--- config.mk ---
export PLATFORM = sky130hd
export DESIGN_NAME = fft_bfly_scheduler
export DESIGN_NICKNAME = d
export VERILOG_FILES = /design/src/rtl/fft_pkg.sv /design/src/rtl/fft_addr_gen.sv /design/src/rtl/fft_bfly_scheduler.sv
export SDC_FILE = /design/constraint.sdc
export NUM_CORES = 1
export LEC_CHECK = 0
export ABC_AREA = 1
export ABC_CLOCK_PERIOD_IN_PS = 2800
export BUFFER_PORTS_ARGS = -buffer_cell sky130_fd_sc_hd__buf_4
export CORE_AREA = 2 2 74 48
export DETAILED_ROUTE_END_ITERATION = 12
export DIE_AREA = 0 0 76 50
export GPL_TIMING_DRIVEN = 0
export PLACE_DENSITY = 0.81
export SLEW_MARGIN = 20
export SYNTH_ARGS = -nofsm -noshare
export SYNTH_HDL_FRONTEND = slang
export SYNTH_SLANG_ARGS = --single-unit
--- constraint.sdc ---
create_clock -name clk -period 2.8 [get_ports clk]
set_clock_uncertainty 0.1 [all_clocks]
set_input_delay 0.42 -clock clk [delete_from_list [all_inputs] [get_ports clk]]
set_output_delay 0.42 -clock clk [all_outputs]
set_load 0.02 [all_outputs]
--- src/rtl/fft_pkg.sv ---
// Shared definitions for the FFT butterfly scheduling slice.
// Holds the datapath lane width, default transform geometry, the scheduler
// state encoding and the default address widths derived from it.
package fft_pkg;

    localparam int unsigned DW           = 21;
    localparam int unsigned LOG2N_DEF    = 4;
    localparam int unsigned PIPE_LAT_DEF = 3;

    localparam int unsigned ADDR_W_DEF   = LOG2N_DEF;
    localparam int unsigned TW_W_DEF     = LOG2N_DEF - 1;
    localparam int unsigned STAGE_W_DEF  = $clog2(LOG2N_DEF);

    typedef enum logic [1:0] {
        IDLE,
        RUN,
        DRAIN,
        FIN
    } state_t;

endpackage

--- src/rtl/fft_addr_gen.sv ---
// Combinational radix-2 DIT address mapping.
// Ports:
//   s  - pass number
//   k  - butterfly index within the pass (0 .. N/2-1)
//   a  - upper operand address  ((k >> s) << (s+1)) | (k mod 2^s)
//   b  - lower operand address  a + 2^s
//   tw - twiddle ROM index      (k mod 2^s) << (LOG2N-1-s)
module fft_addr_gen
    import fft_pkg::*;
#(
    parameter int unsigned LOG2N = LOG2N_DEF,
    localparam int unsigned SW   = (LOG2N > 1) ? $clog2(LOG2N) : 1,
    localparam int unsigned KW   = LOG2N - 1
) (
    input  logic [SW-1:0]    s,
    input  logic [KW-1:0]    k,
    output logic [LOG2N-1:0] a,
    output logic [LOG2N-1:0] b,
    output logic [KW-1:0]    tw
);

    logic [LOG2N-1:0] kx;
    logic [LOG2N-1:0] span;
    logic [LOG2N-1:0] pos;
    logic [LOG2N-1:0] grp;
    logic [SW:0]      tw_sh;

    always_comb begin
        kx    = {1'b0, k};
        span  = LOG2N'(1) << s;
        pos   = kx & (span - 1'b1);
        grp   = kx >> s;
        // Shift by s then by one: a single (s+1) shift amount would wrap in SW bits.
        a     = ((grp << s) << 1) | pos;
        b     = a + span;
        tw_sh = (SW + 1)'(LOG2N - 1) - (SW + 1)'(s);
        tw    = KW'(pos << tw_sh);
    end

endmodule

--- src/rtl/fft_bfly_scheduler.sv ---
// Butterfly issue scheduler for an in-place N-point radix-2 DIT FFT.
// Issues one butterfly per cycle over LOG2N passes, drains the datapath
// pipeline between passes and replays the issued addresses as write-back
// strobes PIPE_LAT cycles later.
// Ports:
//   clk, rst_n           - clock, asynchronous active-low reset
//   start                - begin a transform (sampled in IDLE only)
//   hold                 - pause issue while running
//   busy                 - high in RUN and DRAIN
//   done                 - one-cycle pulse after the final write-back
//   rd_en, rd_addr_a/b   - operand read strobe and addresses
//   tw_addr              - twiddle ROM index, valid with rd_en
//   wr_en, wr_addr_a/b   - delayed write-back strobe and addresses
//   stage                - current pass number
module fft_bfly_scheduler
    import fft_pkg::*;
#(
    parameter int unsigned LOG2N    = LOG2N_DEF,
    parameter int unsigned PIPE_LAT = PIPE_LAT_DEF,
    localparam int unsigned SW      = (LOG2N > 1) ? $clog2(LOG2N) : 1
) (
    input  logic               clk,
    input  logic               rst_n,
    input  logic               start,
    input  logic               hold,
    output logic               busy,
    output logic               done,
    output logic               rd_en,
    output logic [LOG2N-1:0]   rd_addr_a,
    output logic [LOG2N-1:0]   rd_addr_b,
    output logic [LOG2N-2:0]   tw_addr,
    output logic               wr_en,
    output logic [LOG2N-1:0]   wr_addr_a,
    output logic [LOG2N-1:0]   wr_addr_b,
    output logic [SW-1:0]      stage
);

    localparam int unsigned KW  = LOG2N - 1;
    localparam int unsigned CW  = $clog2(PIPE_LAT + 1);
    localparam int unsigned DLW = 2 * LOG2N + 1;

    state_t          state, state_nxt;
    logic [SW-1:0]   s, s_nxt;
    logic [KW-1:0]   k, k_nxt;
    logic [CW-1:0]   cnt, cnt_nxt;

    logic [LOG2N-1:0] a, b;
    logic [KW-1:0]    tw;

    logic [DLW-1:0]   dly [PIPE_LAT];

    fft_addr_gen #(
        .LOG2N (LOG2N)
    ) u_addr_gen (
        .s  (s),
        .k  (k),
        .a  (a),
        .b  (b),
        .tw (tw)
    );

    always_ff @(posedge clk or negedge rst_n) begin
        if (!rst_n) begin
            state <= IDLE;
            s     <= '0;
            k     <= '0;
            cnt   <= '0;
        end else begin
            state <= state_nxt;
            s     <= s_nxt;
            k     <= k_nxt;
            cnt   <= cnt_nxt;
        end
    end

    always_comb begin
        state_nxt = state;
        s_nxt     = s;
        k_nxt     = k;
        cnt_nxt   = cnt;
        rd_en     = 1'b0;
        busy      = 1'b0;
        done      = 1'b0;
        unique case (state)
            IDLE: begin
                if (start) begin
                    state_nxt = RUN;
                    s_nxt     = '0;
                    k_nxt     = '0;
                end
            end
            RUN: begin
                busy = 1'b1;
                if (!hold) begin
                    rd_en = 1'b1;
                    if (k == '1) begin
                        state_nxt = DRAIN;
                        cnt_nxt   = CW'(PIPE_LAT);
                    end else begin
                        k_nxt = k + 1'b1;
                    end
                end
            end
            DRAIN: begin
                busy = 1'b1;
                if (cnt == CW'(1)) begin
                    if (s != SW'(LOG2N - 1)) begin
                        s_nxt     = s + 1'b1;
                        k_nxt     = '0;
                        state_nxt = RUN;
                    end else begin
                        state_nxt = FIN;
                    end
                end else begin
                    cnt_nxt = cnt - 1'b1;
                end
            end
            FIN: begin
                done      = 1'b1;
                state_nxt = IDLE;
                s_nxt     = '0;
                k_nxt     = '0;
            end
            default: state_nxt = IDLE;
        endcase
    end

    // Addresses are only presented in RUN (frozen across hold), zero otherwise.
    assign rd_addr_a = (state == RUN) ? a  : '0;
    assign rd_addr_b = (state == RUN) ? b  : '0;
    assign tw_addr   = (state == RUN) ? tw : '0;
    assign stage     = s;

    // Write-back delay line; rd_en travels with the addresses so hold bubbles survive.
    always_ff @(posedge clk or negedge rst_n) begin
        if (!rst_n) begin
            for (int unsigned i = 0; i < PIPE_LAT; i++) begin
                dly[i] <= '0;
            end
        end else begin
            dly[0] <= {rd_en, rd_addr_a, rd_addr_b};
            for (int unsigned i = 1; i < PIPE_LAT; i++) begin
                dly[i] <= dly[i-1];
            end
        end
    end

    assign {wr_en, wr_addr_a, wr_addr_b} = dly[PIPE_LAT-1];

endmodule

* Word level (Yosys, flattened, before mapping)
Index checks and enable logic that the tools add are counted.
** Cells by class
- Muxes and demuxes :: 27
- Reductions and logical operators :: 8
- Add/subtract/negate cells :: 6
- Equality and inequality tests :: 13
- Shift operators :: 4
- Bitwise operators :: 2
** Operator list (count)
- $mux W2 :: 11
- $mux W3 :: 6
- $ne A2 B2 Y1 const B :: 8
- $pmux W3 S4 :: 1
- $reduce_and A4 Y1 :: 3
- $mux W4 :: 2
- $pmux W2 S4 :: 1
- $pmux W2 S3 :: 1
- $reduce_and A5 Y1 :: 1
- $add A4 B4 Y4 :: 1
- $and A3 B4 Y4 :: 1
- $eq A2 B1 Y1 const B :: 2
- $eq A2 B2 Y1 const B :: 2
- $mux W1 :: 4
- $or A4 B4 Y4 :: 1
- $pmux W2 S2 :: 1
- $shl A1 B2 Y4 const A :: 1
- $shl A4 B2 Y3 :: 1
- $shl A4 B3 Y3 :: 1
- $shr A3 B2 Y4 :: 1
- $sub A4 B1 Y4 const B :: 1
- $add A3 B1 Y3 const B :: 1
- $eq A3 B3 Y1 const B :: 1
- $reduce_bool A3 Y1 :: 1
- other kinds (6) :: 6
** Word-level totals
- Flip-flop bits (word level) :: 36
- Output and inout port bits :: 25
- Word-level logic and storage cells :: 67

* Longest topological paths before layout
- Depth after elaboration :: 6
- Depth in mapped cells :: 9
- Depth with buffers taken out :: 9

* Hierarchy
A second synthesis with hierarchy kept.
** Unflattened totals
- Cell total of the unflattened synthesis :: 183
- Area total of the unflattened synthesis :: 1702.9 µm²
** Modules (own cells, without submodules)
- fft_bfly_scheduler :: area each 1495.2 µm², seq. area each 900.9 µm², instances 1, cells each 146
- fft_addr_gen :: area each 207.7 µm², seq. area each 0.0 µm², instances 1, cells each 37

* Least setup slack after synthesis
No wires, ideal clock.
- Path type :: reg-to-output
- Start :: reg s[0] (netlist: stage[0])
- End :: out rd_addr_b[3]
- Required time :: 2280 ps
- Arrival :: 1779 ps
- Path buffers :: 0
- Setup slack :: 501 ps
- Cell stages (with the launch flop) :: 8
- Path through :: dfrtp_1 > ha_1 > nand2_1 > nand2_1 > ha_1 > a21oi_1 > a21oi_1 > nor2_1
** Between the ends
- Longest elaborated chain between the ends :: 6
** Ends and longest elaborated chain
- start: declaration :: line fft_bfly_scheduler.sv:43 : logic [SW-1:0] s, s_nxt;
- start signal: assignment :: line fft_bfly_scheduler.sv:70 : s <= s_nxt;
- $shl A1 B2 Y4 :: line fft_addr_gen.sv:30 : span = LOG2N'(1) << s;
- $sub A4 B1 Y4 :: line fft_addr_gen.sv:31 : pos = kx & (span - 1'b1);
- $and A3 B4 Y4 :: line fft_addr_gen.sv:31
- $or A4 B4 Y4 :: line fft_addr_gen.sv:34 : a = ((grp << s) << 1) | pos;
- $add A4 B4 Y4 (*) :: line fft_addr_gen.sv:35 : b = a + span;
- $mux W4 (*) :: line fft_bfly_scheduler.sv:130 : assign rd_addr_b = (state == RUN) ? b : '0;
- end: declaration :: line fft_bfly_scheduler.sv:30 : output logic [LOG2N-1:0] rd_addr_b,
Every way passes the cells marked *; elsewhere a longest branch is shown, timed or not.

* Final worst setup path
- Start :: reg s[0] (netlist: stage[0])
- End :: out rd_addr_b[2]
The elaborated chain is that of the path after synthesis.

==> impl_metrics.env <==
export IMPL_clkLatencyLatePin_ns=0.29
export IMPL_post_cts_setup_buffers=0
export IMPL_setup_ws_ns=0.111
export IMPL_use_met3_pct=6.78
export IMPL_power_density_nw_per_um2=1050
export IMPL_ioPinCount=29
export IMPL_rsz0062_at_grt="no"
export IMPL_cp_cell_sequence="inv_1 > nand3_1 > nand2_1 > fa_1 > xnor2_1 > nor2_1 > buf_4"
export IMPL_htreeDepth=2
export IMPL_cp_data_required_time_ns=2.28
export IMPL_use_met2_pct=34.8
export IMPL_finalSetupViolCount=0
export IMPL_r2r_end="dly[20]$_DFF_PN0_"
export IMPL_drt_iter0_drc=68
export IMPL_cts_tree="built"
export IMPL_grt_overflow=0
export IMPL_hold_path_depth=0
export IMPL_cts_made_buffers=5
export IMPL_maxCapViolCount=0
export IMPL_synthesis_area_um2=1750
export IMPL_yosysSeqAreaShare_pct=51.6
export IMPL_hold_class="reg2reg"
export IMPL_synth_seq_cells=36
export IMPL_path_class="reg2out"
export IMPL_met1_usage_pct=23.9
export IMPL_min_to="wr_en$_DFF_PN0_"
export IMPL_rows=16
export IMPL_period_needed_ns=2.69
export IMPL_diodes=0
export IMPL_timing_fmax_mhz=372
export IMPL_cp_startpoint="stage[0]$_DFFE_PN0P_"
export IMPL_path_max_fanout=8
export IMPL_critPathArrivalTime_ns=2.17
export IMPL_layout_drive_gt1_share_pct=32.8
export IMPL_critical_path_max_stage_delay_ns=0.49
export IMPL_dp_hpwl_um=2500
export IMPL_r2r_start="stage[0]$_DFFE_PN0P_"
export IMPL_p_leak_uw=0.00119
export IMPL_ys_warn_count=0
export IMPL_grt_pass1_vias=1228
export IMPL_totalWireLength_um=3330
export IMPL_initial_utilization_pct=56.3
export IMPL_die_width_um=76
export IMPL_worstHoldStart="dly[17]$_DFF_PN0_"
export IMPL_peakVddDrop_mv=0.599
export IMPL_tns_ns=0
export IMPL_grt_max_degree=37
export IMPL_status="finished clean"
export IMPL_die_y_um=50
export IMPL_crit_path_top_delay_cell="dfrtp_1"
export IMPL_fill_cells=257
export IMPL_syn_avg_cell_area_um2=10.6
export IMPL_yosysUniqueCellTypes=22
export IMPL_grt_pass1_wl_um=5680
export IMPL_route_detailed_drc=0
export IMPL_numPortBuffers=28
export IMPL_first_pass_iters=4
export IMPL_syn_to_final_growth_pct=22.2
export IMPL_syn_nets=184
export IMPL_rrSetupSlack_ns=0.90
export IMPL_crit_family="flip-flops"
export IMPL_startpoint_type="flop"
export IMPL_wl_per_cell_um=13.6
export IMPL_cp_buffers_inverters=2
export IMPL_end_kind="output port"
export IMPL_gp_congestion=0.867
export IMPL_dp_slack_ns=0.444
export IMPL_post_drt_via_cell_ratio=4.94
export IMPL_dieArea_um2=3800
export IMPL_track_usage_pct=20.1
export IMPL_reg2regPathDepth=6
export IMPL_finalHoldViolations=0
export IMPL_mostFrequentLayoutCells="36 x buf_4, 35 x dfrtp_1, 33 x nand2_1"
export IMPL_num_nets_final=220
export IMPL_coreArea_um2=3100
export IMPL_final_common_cell="buf_4"
export IMPL_grt_busiest_layer="met2"
export IMPL_fin_crit_sh_pct=96.0
export IMPL_ant_nets=0
export IMPL_antenna_found_initial=0
export IMPL_clk_pin_slew_worst_paths_ns=0.07
export IMPL_fin_hold_ws_ns=0.249
export IMPL_num_vias=1216
export IMPL_clockBufferDepth=2
export IMPL_report_final_slew_viol_count=0
export IMPL_syn_inst=164
export IMPL_clock_root_buffer="clkbuf_8"
export IMPL_clock_sinks=36
[synthesized netlist by cell type]
cell / n / share of area, %
buf_4: 8 / 3.4
nand2_2: 2 / 0.72
ha_1: 15 / 11
xnor2_1: 1 / 0.50
nor2_4: 1 / 0.65
inv_4: 3 / 1.1
o21ai_1: 3 / 0.86
conb_1: 1 / 0.21
nor2_8: 1 / 1.1
a21oi_1: 6 / 1.7
o21ai_4: 1 / 0.93
nand2_4: 3 / 1.9
nand2_1: 33 / 7.1
nand3_1: 12 / 3.4
inv_2: 1 / 0.21
nand2_8: 3 / 3.4
dfrtp_1: 36 / 52
nor2_1: 10 / 2.2
fa_1: 1 / 1.1
o21ai_2: 4 / 2.0
buf_6: 2 / 1.3
inv_1: 17 / 3.7
[metal layers]
metal	wire length [um]	share of wire, %	up-vias
met2	1720	51	47
met5	0	0	-
met1	1300	39	582
met4	100	3.0	0
li1	-	-	573
met3	214	6.4	14
[how the worst max path moves through the flow]
stage | to | slack (ns) | cells past startpoint
after detailed placement | rd_addr_b[2] | 0.44 | 6
after global placement | rd_addr_b[3] | 0.52 | 8
after floorplan | rd_addr_b[3] | 0.50 | 7
after CTS | rd_addr_b[2] | 0.13 | 6
after global routing | rd_addr_b[3] | 0.02 | 7
final | rd_addr_b[2] | 0.11 | 7
[cells by family (layout without fill, tap and decap cells)]
logic type,count (synthesis),count (layout),share of synthesized area (%)
adders and majority gates,16,16,11.9
DFF,36,36,51.6
xor gates and xnor gates,1,1,0.502
AOI/OAI and AO/OA,14,14,5.52
other,1,1,0.215
buffers and inverters,31,68,9.68
and+or+nand+nor,65,65,20.6
[registers in the layout (all words and copies together), names as in the netlist]
| name | flops |
|---|---|
| wr_en | 1 |
| wr_addr_b | 4 |
| wr_addr_a | 4 |
| k | 3 |
| dly | 18 |
| state | 2 |
| stage | 2 |
| cnt | 2 |
[area by class of cell]
class                   instances  area, um^2  area share [%]
inverters                      21        86.3            4.05
clock inverters                 2        35.0            1.64
multi-input cells              97         678            31.8
plain buffers                  10        82.6            3.87
well taps                      45        56.3            2.64
clock buffers                   6        72.6            3.40
flip-flops and latches         36         902            42.3
repair buffers                 29         220            10.3
[what timing repair did]
action | in CTS | in global routing
hold buffers | 1 | 0
resized for setup | 0 | 2
endpoints found under the setup margin | 0 | 1
endpoints found under the hold margin | 36 | 0
[where the power goes]
part	total (uW)	internal (uW)	switching, uW	leakage (uW)
registers	750	659	91.0	0.000482
logic	1050	412	637	0.000649
clock network	441	264	178	0.0000552
total	2240	1330	906	0.00119
[through the flow]
step	util, %	cells	total power, uW	instance area (um^2)
3_5_place_dp	64.8	237	1800	2010
4_1_cts	68.6	246	2240	2130
2_1_floorplan	-	164	1490	1750
5_1_grt	68.8	246	2390	2130
6_report	68.8	246	2240	2130
3_3_place_gp	64.8	237	1720	2010
No activity file was read; power rests on OpenSTA's default activity.
